==> src/rtl/id_ex_stage_pkg.sv <==
// Shared definitions for the ID/EX pipeline register: control-bundle layout,
// ALU operation codes, storage states and the JAL link register.
package id_ex_stage_pkg;

    localparam int         CTRL_W  = 21;
    localparam logic [4:0] JAL_REG = 5'd31;

    typedef enum logic [3:0] {
        ALU_ADD  = 4'd0,
        ALU_SUB  = 4'd1,
        ALU_AND  = 4'd2,
        ALU_OR   = 4'd3,
        ALU_XOR  = 4'd4,
        ALU_NOR  = 4'd5,
        ALU_SLT  = 4'd6,
        ALU_SLTU = 4'd7,
        ALU_SLL  = 4'd8,
        ALU_SRL  = 4'd9,
        ALU_SRA  = 4'd10,
        ALU_LUI  = 4'd11
    } alu_op_e;

    // Field order fixes the bit positions: is_jal is bit 20, read_rt is bit 0.
    typedef struct packed {
        logic    is_jal;
        logic    reg_write;
        logic    mem_to_reg;
        logic    is_cop0;
        logic    mem_write;
        logic    mem_read;
        logic    is_jr;
        logic    branch;
        logic    bne_or_beq;
        logic    jump;
        alu_op_e alu_op;
        logic    alu_src;
        logic    is_shamt;
        logic    is_syscall;
        logic    zero_extend;
        logic    reg_dst;
        logic    read_rs;
        logic    read_rt;
    } ctrl_t;

    typedef enum logic [1:0] {
        ST_EMPTY = 2'd0,
        ST_FULL  = 2'd1,
        ST_HALT  = 2'd2
    } state_e;

    function automatic logic [4:0] dest_sel(input logic is_jal, input logic reg_dst,
                                            input logic [4:0] rd, input logic [4:0] rt);
        if (is_jal)
            return JAL_REG;
        else if (reg_dst)
            return rd;
        else
            return rt;
    endfunction

endpackage

==> src/rtl/id_ex_hazard.sv <==
// Load-use hazard comparator: a held load whose destination is read by the
// instruction currently offered by decode. Purely combinational.
module id_ex_hazard (
    input  logic       en_i,
    input  logic       full_i,
    input  logic       held_mem_read_i,
    input  logic       held_reg_write_i,
    input  logic [4:0] dest_i,
    input  logic       in_valid_i,
    input  logic       read_rs_i,
    input  logic       read_rt_i,
    input  logic [4:0] rs_i,
    input  logic [4:0] rt_i,
    output logic       hazard_o
);

    logic src_match;

    assign src_match = (read_rs_i && (rs_i == dest_i)) || (read_rt_i && (rt_i == dest_i));

    assign hazard_o = en_i && full_i && held_mem_read_i && held_reg_write_i &&
                      (dest_i != 5'd0) && in_valid_i && src_match;

endmodule

==> src/rtl/id_ex_stage.sv <==
// ID/EX single-entry pipeline register with load-use stall, flush and syscall halt.
// Define ID_EX_HAZARD_STALL_EN to enable load-use hazard stalling and stall counting.
module id_ex_stage
    import id_ex_stage_pkg::*;
(
    input  logic              clk,
    input  logic              rst,
    input  logic              in_valid,
    output logic              in_ready,
    input  logic [CTRL_W-1:0] ctrl_in,
    input  logic [4:0]        rs_in,
    input  logic [4:0]        rt_in,
    input  logic [4:0]        rd_in,
    input  logic [31:0]       pc_in,
    input  logic [31:0]       rs_data_in,
    input  logic [31:0]       rt_data_in,
    input  logic [31:0]       imm_in,
    input  logic              flush,
    input  logic              resume,
    output logic              out_valid,
    input  logic              out_ready,
    output logic [CTRL_W-1:0] ctrl_out,
    output logic [4:0]        rs_out,
    output logic [4:0]        rt_out,
    output logic [4:0]        rd_out,
    output logic [31:0]       pc_out,
    output logic [31:0]       rs_data_out,
    output logic [31:0]       rt_data_out,
    output logic [31:0]       imm_out,
    output logic [4:0]        dest_out,
    output logic              halted,
    output logic [15:0]       stall_count
);

`ifdef ID_EX_HAZARD_STALL_EN
    localparam bit HAZARD_EN = 1'b1;
`else
    localparam bit HAZARD_EN = 1'b0;
`endif

    state_e      state_q, state_d;
    ctrl_t       ctrl_q;
    ctrl_t       ctrl_new;
    logic [4:0]  rs_q, rt_q, rd_q;
    logic [31:0] pc_q, rs_data_q, rt_data_q, imm_q;
    logic [15:0] stall_q, stall_d;
    logic        hazard;
    logic        out_fire;
    logic        load_en;

    assign ctrl_new = ctrl_t'(ctrl_in);
    assign dest_out = dest_sel(ctrl_q.is_jal, ctrl_q.reg_dst, rd_q, rt_q);

    id_ex_hazard u_hazard (
        .en_i             (HAZARD_EN),
        .full_i           (state_q == ST_FULL),
        .held_mem_read_i  (ctrl_q.mem_read),
        .held_reg_write_i (ctrl_q.reg_write),
        .dest_i           (dest_out),
        .in_valid_i       (in_valid),
        .read_rs_i        (ctrl_new.read_rs),
        .read_rt_i        (ctrl_new.read_rt),
        .rs_i             (rs_in),
        .rt_i             (rt_in),
        .hazard_o         (hazard)
    );

    assign out_valid = (state_q == ST_FULL);
    assign out_fire  = out_valid && out_ready;

    always_comb begin
        state_d  = state_q;
        in_ready = 1'b0;
        load_en  = 1'b0;
        stall_d  = stall_q;
        if (hazard && !flush && (stall_q != 16'hFFFF))
            stall_d = stall_q + 16'd1;
        unique case (state_q)
            ST_EMPTY: begin
                in_ready = 1'b1;
                if (flush) begin
                    state_d = ST_EMPTY;
                end else if (in_valid) begin
                    load_en = 1'b1;
                    state_d = ST_FULL;
                end
            end
            ST_FULL: begin
                in_ready = flush ? 1'b1 : (out_ready && !hazard);
                if (flush) begin
                    state_d = ST_EMPTY;
                end else if (out_fire && ctrl_q.is_syscall) begin
                    // The syscall redirects fetch, so anything accepted alongside it is dropped.
                    state_d = ST_HALT;
                end else if (out_fire) begin
                    load_en = in_valid && in_ready;
                    state_d = load_en ? ST_FULL : ST_EMPTY;
                end
            end
            ST_HALT: begin
                if (resume)
                    state_d = ST_EMPTY;
            end
            default: state_d = ST_EMPTY;
        endcase
    end

    always_ff @(posedge clk or posedge rst) begin
        if (rst) begin
            state_q   <= ST_EMPTY;
            stall_q   <= 16'd0;
            ctrl_q    <= '0;
            rs_q      <= 5'd0;
            rt_q      <= 5'd0;
            rd_q      <= 5'd0;
            pc_q      <= 32'd0;
            rs_data_q <= 32'd0;
            rt_data_q <= 32'd0;
            imm_q     <= 32'd0;
        end else begin
            state_q <= state_d;
            stall_q <= stall_d;
            if (load_en) begin
                ctrl_q    <= ctrl_new;
                rs_q      <= rs_in;
                rt_q      <= rt_in;
                rd_q      <= rd_in;
                pc_q      <= pc_in;
                rs_data_q <= rs_data_in;
                rt_data_q <= rt_data_in;
                imm_q     <= imm_in;
            end
        end
    end

    assign ctrl_out    = ctrl_q;
    assign rs_out      = rs_q;
    assign rt_out      = rt_q;
    assign rd_out      = rd_q;
    assign pc_out      = pc_q;
    assign rs_data_out = rs_data_q;
    assign rt_data_out = rt_data_q;
    assign imm_out     = imm_q;
    assign halted      = (state_q == ST_HALT);
    assign stall_count = stall_q;

endmodule

==> config.mk <==
export PLATFORM = sky130hd
export DESIGN_NAME = id_ex_stage
export DESIGN_NICKNAME = d
export VERILOG_FILES = /design/src/rtl/id_ex_stage_pkg.sv /design/src/rtl/id_ex_hazard.sv /design/src/rtl/id_ex_stage.sv
export SDC_FILE = /design/constraint.sdc
export NUM_CORES = 1
export LEC_CHECK = 0
export BUFFER_PORTS_ARGS = -buffer_cell sky130_fd_sc_hd__buf_4
export CAP_MARGIN = 15
export CORE_AREA = 2 2 138 140
export DETAILED_ROUTE_END_ITERATION = 8
export DIE_AREA = 0 0 140 142
export HOLD_SLACK_MARGIN = 0.08
export PLACE_DENSITY = 0.63
export SYNTH_ARGS = -nofsm -noshare
export SYNTH_HDL_FRONTEND = slang
export SYNTH_SLANG_ARGS = --single-unit
==> constraint.sdc <==
create_clock -name clk -period 16.65 [get_ports clk]
set_clock_uncertainty 0.2 [all_clocks]
set_input_delay 3.33 -clock clk [delete_from_list [all_inputs] [get_ports clk]]
set_output_delay 3.33 -clock clk [all_outputs]
set_load 0.05 [all_outputs]
==> flow_summary.toml, run 1 <==
[run_status]
outcome = "complete, but fails checks"
violations = "DRC"

[clock_network]
cts_made_buffers = 17
ctsResizeCount = 0
cts_tree = "done"
cts_buffer_depth = 2
cts-htree-levels = 4
post-cts-setup-buffers = 0
worstSkewPairLatency_ns = 0.41
clock_sinks = 166
cts_hold_buf = 0
clockRootBuffer = "clkbuf_16"
clkSlewWorstSetupHoldPaths_ns = 0.06

[layout]
final_util = 0.527
layoutNonFillerInstCount = 978
drive_gt1_frac = 0.524
final_nets = 901
area_delta_synth_final_pct = 50.2
n_antenna_cell = 0

[setup_path]
path_max_fanout = 3
cp.arrival_ns = 3.90
rr_worst_depth = 5
critical_path_class = "input pin to output port"
reg2reg_from = "ctrl_out[4]"
start_kind = "input pin"
worst_setup_path_end_kind = "output port"
timing.rr.end = "rs_out[0]"
ff2ff_setup_slack_ns = 12.98
crit_required_ns = 13.12

[die]
core.rowCount = 50
coreArea_um2 = 18500
dieArea_um2 = 19900
ioPinCount = 358
die_w_um = 140
dieHeight_um = 142
initial_utilization = 0.351

[power]
internal-power_mw = 0.965
power_density_nw_per_um2 = 169
switching_share = 0.412
clockPowerShare = 0.252
vdd_drop_max_v = 0.0000772
combPwrFrac = 0.413
seqPwrFrac = 0.336
switchingPower_mw = 0.676
p_leak_nw = 4.68

[min_path]
holdCritPathClass = "register to register"
min_to = "rs_data_out[28]"
hold_start = "rs_data_out[28]"
hold_path_depth = 1

[timing]
slew_violations = 0
slew_headroom = 0.274
period_share = 0.446
finalHoldViolCount = 0
worst_slew_pin_slew_ns = 1.09
fmax_mhz = 135
setup_viol = 0
holdWs_ns = 0.286
rsz0062_at_grt = "no"
setup_tns_ns = 0
finalCriticalPeriod_ns = 7.43

[global_routing]
grt_antenna_before_repair = 0
grt_pass1_vias = 4761
grt_pass1_wl_um = 25200
grt_max_degree = 92
grt-ovfl-total = 0
track_usage = 0.164

[synthesis]
syn_area_um2 = 6480
synthAdderAreaFrac = 0
synth-simple-area-share = 0.00908
synth_compound_area_frac = 0.0143
synth_top_family_by_area = "multiplexers"
synthXorXnorAreaFrac = 0
synthMuxAreaShare = 0.285
synth_warnings = 0
synth_seq_cells = 166
avgSynthCellArea_um2 = 16.6
yosysUniqueCellTypes = 18
syn_inst = 390
ys_seq_area_frac = 0.641

[routing]
drtAntennaViolNets = 0
drc = 25
wl_per_cell_um = 17.2
drtIter0Drc = 166
wirelength_um = 16800
first_pass_iters = 6
avgViaCountPerCell = 4.57
vias = 4469

[placement]
place_inst = 946
port_buffers = 341
gp_congestion = 0.825
dp_hpwl_um = 12500

[run]
cap_violations = 0
[kinds of logic (layout without fill, tap and decap cells)]
kind of cell | after synthesis | after routing
AOI/OAI and AO/OA | 9 | 9
and+or+nand+nor | 10 | 10
other | 1 | 16
buffers and inverters | 40 | 379
DFF | 166 | 166
muxes | 164 | 164
[cell usage after synthesis (all sizes together)]
master   number  area share
buf          36       0.047
a211o         5      0.0068
conb          1     0.00058
a21oi         1     0.00077
nand3         1     0.00077
a21o          1      0.0012
clkbuf        1     0.00058
o2bb2ai       1      0.0014
nor2          1     0.00058
a2111oi       1      0.0043
mux2        164        0.29
inv           3      0.0017
nor2b         7      0.0068
dfrtp       166        0.64
nand2b        1     0.00097
[sequential cells by signal, summed over array words and instances (netlist names)]
name,count
imm_out,32
pc_out,32
rs_data_out,32
rt_data_out,32
ctrl_out,21
rd_out,5
rs_out,5
rt_out,5
state_q,2
[area by class of cell]
type / count / area [µm²]
clock buffer: 21 / 450
clock inverter: 11 / 173
fill: 1578 / 8730
inverter: 3 / 16.3
multi-input combinational: 199 / 2060
sequential: 166 / 4150
tap: 234 / 293
timing repair buffer: 344 / 2580
[worst max-delay path by stage]
stage | cells past startpoint | to | slack, ns | startpoint
CTS | 4 | in_ready | 9.23 | out_ready
finish | 4 | in_ready | 9.22 | out_ready
global placement | 4 | in_ready | 9.25 | out_ready
global route | 4 | in_ready | 9.19 | out_ready
detailed placement | 4 | in_ready | 9.23 | out_ready
floorplan | 1 | ctrl_out[0] | 8.63 | rst
[placed cells by master, fill, tap and decap left out]
cell type	instances
clkinv_2	2
a21oi_1	1
o2bb2ai_1	1
conb_1	16
a211o_1	5
buf_4	344
mux2_2	15
nor2_1	1
mux2_1	149
clkbuf_8	1
nor2b_1	7
inv_1	2
clkinv_4	3
nand2b_1	1
a2111oi_4	1
clkbuf_16	17
nand3_1	1
dfrtp_1	166
clkbuf_1	3
clkinvlp_4	1
inv_6	2
bufinv_16	4
a21o_1	1
[metrics by stage]
stage / worst slack, ns / total power, mW / cell area (µm²)
6_report: 9.22 / 1.64 / 9730
5_1_grt: 9.19 / 1.71 / 9730
4_1_cts: 9.23 / 1.66 / 9730
3_5_place_dp: 9.23 / 1.24 / 9100
3_3_place_gp: 9.25 / 1.23 / 9100
2_1_floorplan: 8.63 / 1.01 / 6530
[critical path, stage by stage]
cell     delay (ns)
buf_4          0.12
nor2_1         0.15
a21oi_1        0.10
buf_4          0.20
[power groups by stage]
stage | Combinational (mW) | Clock [mW] | Sequential (mW)
global placement | 0.678 | 0 | 0.553
finish | 0.677 | 0.413 | 0.551
floorplan | 0.131 | 0 | 0.880
global route | 0.701 | 0.443 | 0.563
CTS | 0.684 | 0.426 | 0.552
detailed placement | 0.684 | 0 | 0.558
[routing by layer]
layer  up-vias  global-route usage  share of wire
met5         -                   0              0
met4         0              0.0766          0.032
met2       218               0.295           0.52
met1      2198               0.176           0.36
li1       2016                   -              -
met3        37              0.0542          0.083
Note: power is estimated with default switching activity, not from simulation.
==> run 2: changes to the inputs <==
- PLACE_DENSITY: 0.63 -> 0.65
- clock period: 16.65 -> 6.7 ns (I/O delays scaled with it)
==> flow_summary.toml, run 2 (same netlist as run 1, synthesis figures left out) <==
[setup_path]
crit_required_ns = 6.79
cp.arrival_ns = 3.59
start_kind = "input pin"
critical_path_class = "input pin to register"
reg2reg_from = "ctrl_out[4]"
ff2ff_setup_slack_ns = 3.66
worst_setup_path_end_kind = "register"
rr_worst_depth = 5
timing.rr.end = "ctrl_out[6]"
path_max_fanout = 51

[clock_network]
cts-htree-levels = 4
cts_made_buffers = 17
cts_tree = "done"
post-cts-setup-buffers = 0
worstSkewPairLatency_ns = 0.42
clockRootBuffer = "clkbuf_16"
clock_sinks = 166
cts_buffer_depth = 2
ctsResizeCount = 0
clkSlewWorstSetupHoldPaths_ns = 0.06
cts_hold_buf = 0

[global_routing]
grt_antenna_before_repair = 0
grt_pass1_wl_um = 25300
grtUsageMet3 = 0.0522
grt_pass1_vias = 4790
grt_use_met2 = 0.296
grt-ovfl-total = 0
grt-busiest-layer = "met2"
track_usage = 0.164
met1_usage = 0.179
grt_max_degree = 100

[die]
coreArea_um2 = 18500
initial_utilization = 0.351
ioPinCount = 358
dieHeight_um = 142
dieArea_um2 = 19900
core.rowCount = 50
die_w_um = 140

[power]
p_leak_nw = 4.66
vdd_drop_max_v = 0.000212
power_density_nw_per_um2 = 414

[timing]
period_share = 0.522
finalHoldViolCount = 0
setup_viol = 0
slew_violations = 0
rsz0062_at_grt = "no"
holdWs_ns = 0.286
slew_headroom = 0.417
fmax_mhz = 286
finalCriticalPeriod_ns = 3.49
setup_tns_ns = 0
fin_ws_ns = 3.21
worst_slew_pin_slew_ns = 0.875

[min_path]
hold_path_depth = 1
min_to = "pc_out[7]"
hold_start = "pc_out[7]"
holdCritPathClass = "register to register"

[layout]
area_delta_synth_final_pct = 49.8
seq_area_um2 = 4150
layout.cells.most_common = "buf_4"
drive_gt1_frac = 0.528
layout_common_cells = "345 x buf_4, 166 x dfrtp_1, 149 x mux2_1"
multi_input_area_um2 = 2060
n_antenna_cell = 0
final_nets = 902
nFillCells = 1613

[routing]
avgViaCountPerCell = 4.52
drc = 25
drtAntennaViolNets = 0
wirelength_um = 16300
wl_per_cell_um = 16.7
drtIter0Drc = 190
first_pass_iters = 8
vias = 4427

[placement]
dp_hpwl_um = 12400
place_ws_ns = 2.78
gp_congestion = 0.778
port_buffers = 341

[run_status]
violations = "DRC"
outcome = "complete, but fails checks"

[run]
cap_violations = 0
run 2: cell count changes in the layout (fill, tap and decap cells not counted):
cell,before,now
buf_4,344,345
bufinv_16,4,2
clkbuf_1,3,1
clkinv_4,3,2
clkinvlp_4,1,3
inv_6,2,5
run 2: layout make-up:
cell class	instances	area share
Inverter	3	0.00168
Sequential cell	166	0.428
Timing Repair Buffer	345	0.267
Clock buffer	19	0.0457
Clock inverter	13	0.0150
Tap cell	234	0.0302
Multi-Input combinational cell	199	0.212
run 2: worst max path at each step:
stage	from	end	slack (ns)	cells after the start
CTS	out_ready	ctrl_out[6]	3.22	6
detailed placement	out_ready	ctrl_out[6]	2.78	6
finish	out_ready	ctrl_out[6]	3.21	6
floorplan	rst	ctrl_out[0]	0.67	1
global route	out_ready	imm_out[1]	3.07	6
global placement	out_ready	ctrl_out[2]	2.88	6
run 2: metal layers:
metal  part of all wire  vias to the layer above
met4              0.023                        0
met3              0.087                       27
met5                  0                        -
met2               0.53                      210
li1                   -                     2013
met1               0.35                     2177
run 2: report_power, final:
part           switching (mW)  leakage (nW)  total, mW  internal, mW
Clock                   0.404         0.281      0.967         0.563
Sequential              0.136          1.95       1.37          1.24
Combinational            1.15          2.44       1.68         0.525
run 2: per-stage QoR:
stage,cell area (µm²),std cells,power (mW),utilization
after floorplan,6530,405,2.51,-
after global placement,9110,947,3.05,0.494
after detailed placement,9110,947,3.08,0.494
after CTS,9700,979,4.06,0.526
after global routing,9700,979,4.19,0.526
final,9700,979,4.02,0.526
run 2: worst max-delay path, cell delays in order:
cell,delay [ns]
buf_4,0.10
nand2b_1,0.08
a2111oi_4,0.38
buf_4,0.57
buf_4,0.66
mux2_1,0.40
==> run 3: changes to the inputs <==
- ABC_AREA: unset -> 1
- CORE_AREA: 2 2 138 140 -> 2 2 137 139
- DIE_AREA: 0 0 140 142 -> 0 0 139 141
- PLACE_DENSITY: 0.65 -> 0.69
- clock period: 6.7 -> 2.95 ns (I/O delays scaled with it)
==> flow_summary.toml, run 3 <==
[run_status]
outcome = "complete, no violations"

[setup_path]
critical_path_class = "register to output port"
timing.rr.end = "rs_data_out[26]"
critPathCapture = "dest_out[1]"
start_kind = "register"
cp_cell_sequence = "inv_1 > nand2_1 > nand3_1 > buf_4"
cp_num_buf_inv = 2
path_depth = 4
ff2ff_setup_slack_ns = 0.81
reg2reg_from = "state_q[1]"
rr_worst_depth = 7
worst_setup_path_end_kind = "output port"
max_stage_delay_ns = 0.46
path_max_fanout = 8
cpLargestDelayFamily = "flip-flops"
cp.arrival_ns = 1.44
slowest_stage = "dfrtp_1"
crit_required_ns = 2.16
critPathLaunch = "ctrl_out[2]"

[die]
dieArea_um2 = 19600
core.rowCount = 50
dieHeight_um = 141
ioPinCount = 358
initial_utilization = 0.378
coreArea_um2 = 18300
die_w_um = 139

[timing]
slew_violations = 0
fmax_mhz = 449
period_share = 0.755
finalCriticalPeriod_ns = 2.23
rsz0062_at_grt = "no"
worst_slew_pin_slew_ns = 0.631
finalHoldViolCount = 0
setup_viol = 0
setup_tns_ns = 0
slew_headroom = 0.579

[synthesis]
synthAdderAreaFrac = 0
synthMuxAreaShare = 0
synth_edf_count = 0
synth_seq_cells = 166
avgSynthCellArea_um2 = 8.96
synth_warnings = 0
yosysTopAreaCell = "dfrtp_1"
ys_seq_area_frac = 0.602
yosysUniqueCellTypes = 12
syn_inst = 770
synth_most_common_cell = "nand2_1"
synth_compound_area_frac = 0.00218
synthFlopType = "dfrtp_1"
synth_top_area_share = 0.602
synth_commonest_cells = "344 x nand2_1, 170 x nand3_1, 166 x dfrtp_1"
postSynth.asyncResetShare = 1.00
synthXorXnorAreaFrac = 0
synthTopCellsByArea = "dfrtp_1 60%, nand2_1 19%, nand3_1 12%"
synth-simple-area-share = 0.314
synth_top_family_by_area = "simple AND/OR/NAND/NOR gates"
syn_area_um2 = 6900

[global_routing]
grt_antenna_before_repair = 0
grt_pass1_wl_um = 32200
grt_pass1_vias = 6119
grt-ovfl-total = 0
track_usage = 0.205
grt_max_degree = 98

[clock_network]
worstSkewPairLatency_ns = 0.41
clock_sinks = 166
clockRootBuffer = "clkbuf_16"
cts_tree = "done"
clkSlewWorstSetupHoldPaths_ns = 0.06
cts_made_buffers = 17
cts-htree-levels = 4
cts_buffer_depth = 2
post-cts-setup-buffers = 0

[routing]
wl_per_cell_um = 15.2
wirelength_um = 20400
drtAntennaViolNets = 0
drtIter0Drc = 287
avgViaCountPerCell = 4.76
drc = 0
vias = 6360
first_pass_iters = 5

[layout]
layout_common_cells = "350 x buf_4, 342 x nand2_1, 170 x nand3_1"
fin_area_um2 = 10100
area_delta_synth_final_pct = 46.1
final_nets = 1260
layout.cells.most_common = "buf_4"
n_antenna_cell = 0
layoutNonFillerInstCount = 1337
drive_gt1_frac = 0.354

[run]
cap_violations = 0

[min_path]
holdCritPathClass = "input pin to register"

[placement]
dp_hpwl_um = 14300
placed_area_um2 = 9510
gp_congestion = 0.809
place_inst = 1304
port_buffers = 341

[power]
p_leak_nw = 5.64
vdd_drop_max_v = 0.000445
power_density_nw_per_um2 = 856
total_power_mw = 8.64
[run 3: changes by cell type after synthesis, sizes merged, moves of 5 or more]
cell | previous run | this run
nand2 | 0 | 344
nand3 | 1 | 170
mux2 | 164 | 0
buf | 36 | 72
nor2b | 7 | 0
inv | 3 | 9
a211o | 5 | 0
[run 3: metrics by stage]
| stage | utilization | setup WS [ns] | hold WS (ns) |
|---|---|---|---|
| after detailed placement | 0.520 | 0.559 | 0.259 |
| after floorplan | - | 0.0472 | 0.243 |
| final | 0.552 | 0.724 | 0.176 |
| after CTS | 0.552 | 0.692 | 0.155 |
| after global routing | 0.552 | 0.576 | 0.182 |
| after global placement | 0.520 | 0.584 | 0.255 |
[run 3: final cells by class]
| cell class | instances | area [µm²] |
|---|---|---|
| clock inverters | 12 | 120 |
| inverters | 9 | 40.0 |
| multi-input cells | 538 | 2250 |
| repair buffers | 358 | 2780 |
| well taps | 234 | 293 |
| flip-flops and latches | 166 | 4150 |
| clock buffers | 20 | 447 |
| fillers | 1688 | 8180 |
[run 3: cell families after synthesis]
logic type      Yosys count
compound gates            3
flops                   166
other cells               1
simple gates            519
buf+inv                  81
[run 3: how the worst min path moves through the flow]
stage | slack (ns) | endpoint | start | cells after the start
after global routing | 0.18 | rs_data_out[15] | rs_data_in[15] | 3
after floorplan | 0.24 | ctrl_out[15] | ctrl_out[15] | 2
after global placement | 0.25 | pc_out[23] | pc_out[23] | 2
after CTS | 0.15 | state_q[1] | flush | 2
final | 0.18 | state_q[1] | flush | 2
after detailed placement | 0.26 | pc_out[16] | pc_out[16] | 2
[run 3: metal layers]
layer	share of wire	global-route usage	up-vias	routed length, µm
li1	-	-	3055	-
met1	0.41	0.260	2995	8250
met2	0.48	0.330	275	9830
met3	0.086	0.0605	35	1750
met4	0.026	0.0856	0	533
met5	0	0	-	0
[run 3: where the power goes]
part           leakage, nW  switching (mW)  internal [mW]
clock network        0.260           0.951           1.20
logic                 3.32            2.49          0.989
registers             2.06           0.284           2.73
[run 3: worst reg2reg max path: cells and delay by family (launching register included)]
kind,cells,cell delay (ns)
buffers and inverters,3,0.88
AND/OR/NAND/NOR,4,0.61
flip-flops,1,0.40
[run 3: timing repair]
item,in CTS,in global routing
hold buffers,1,0
gates resized for setup,0,0
endpoints found under the hold margin,19,0
endpoints found under the setup margin,0,0
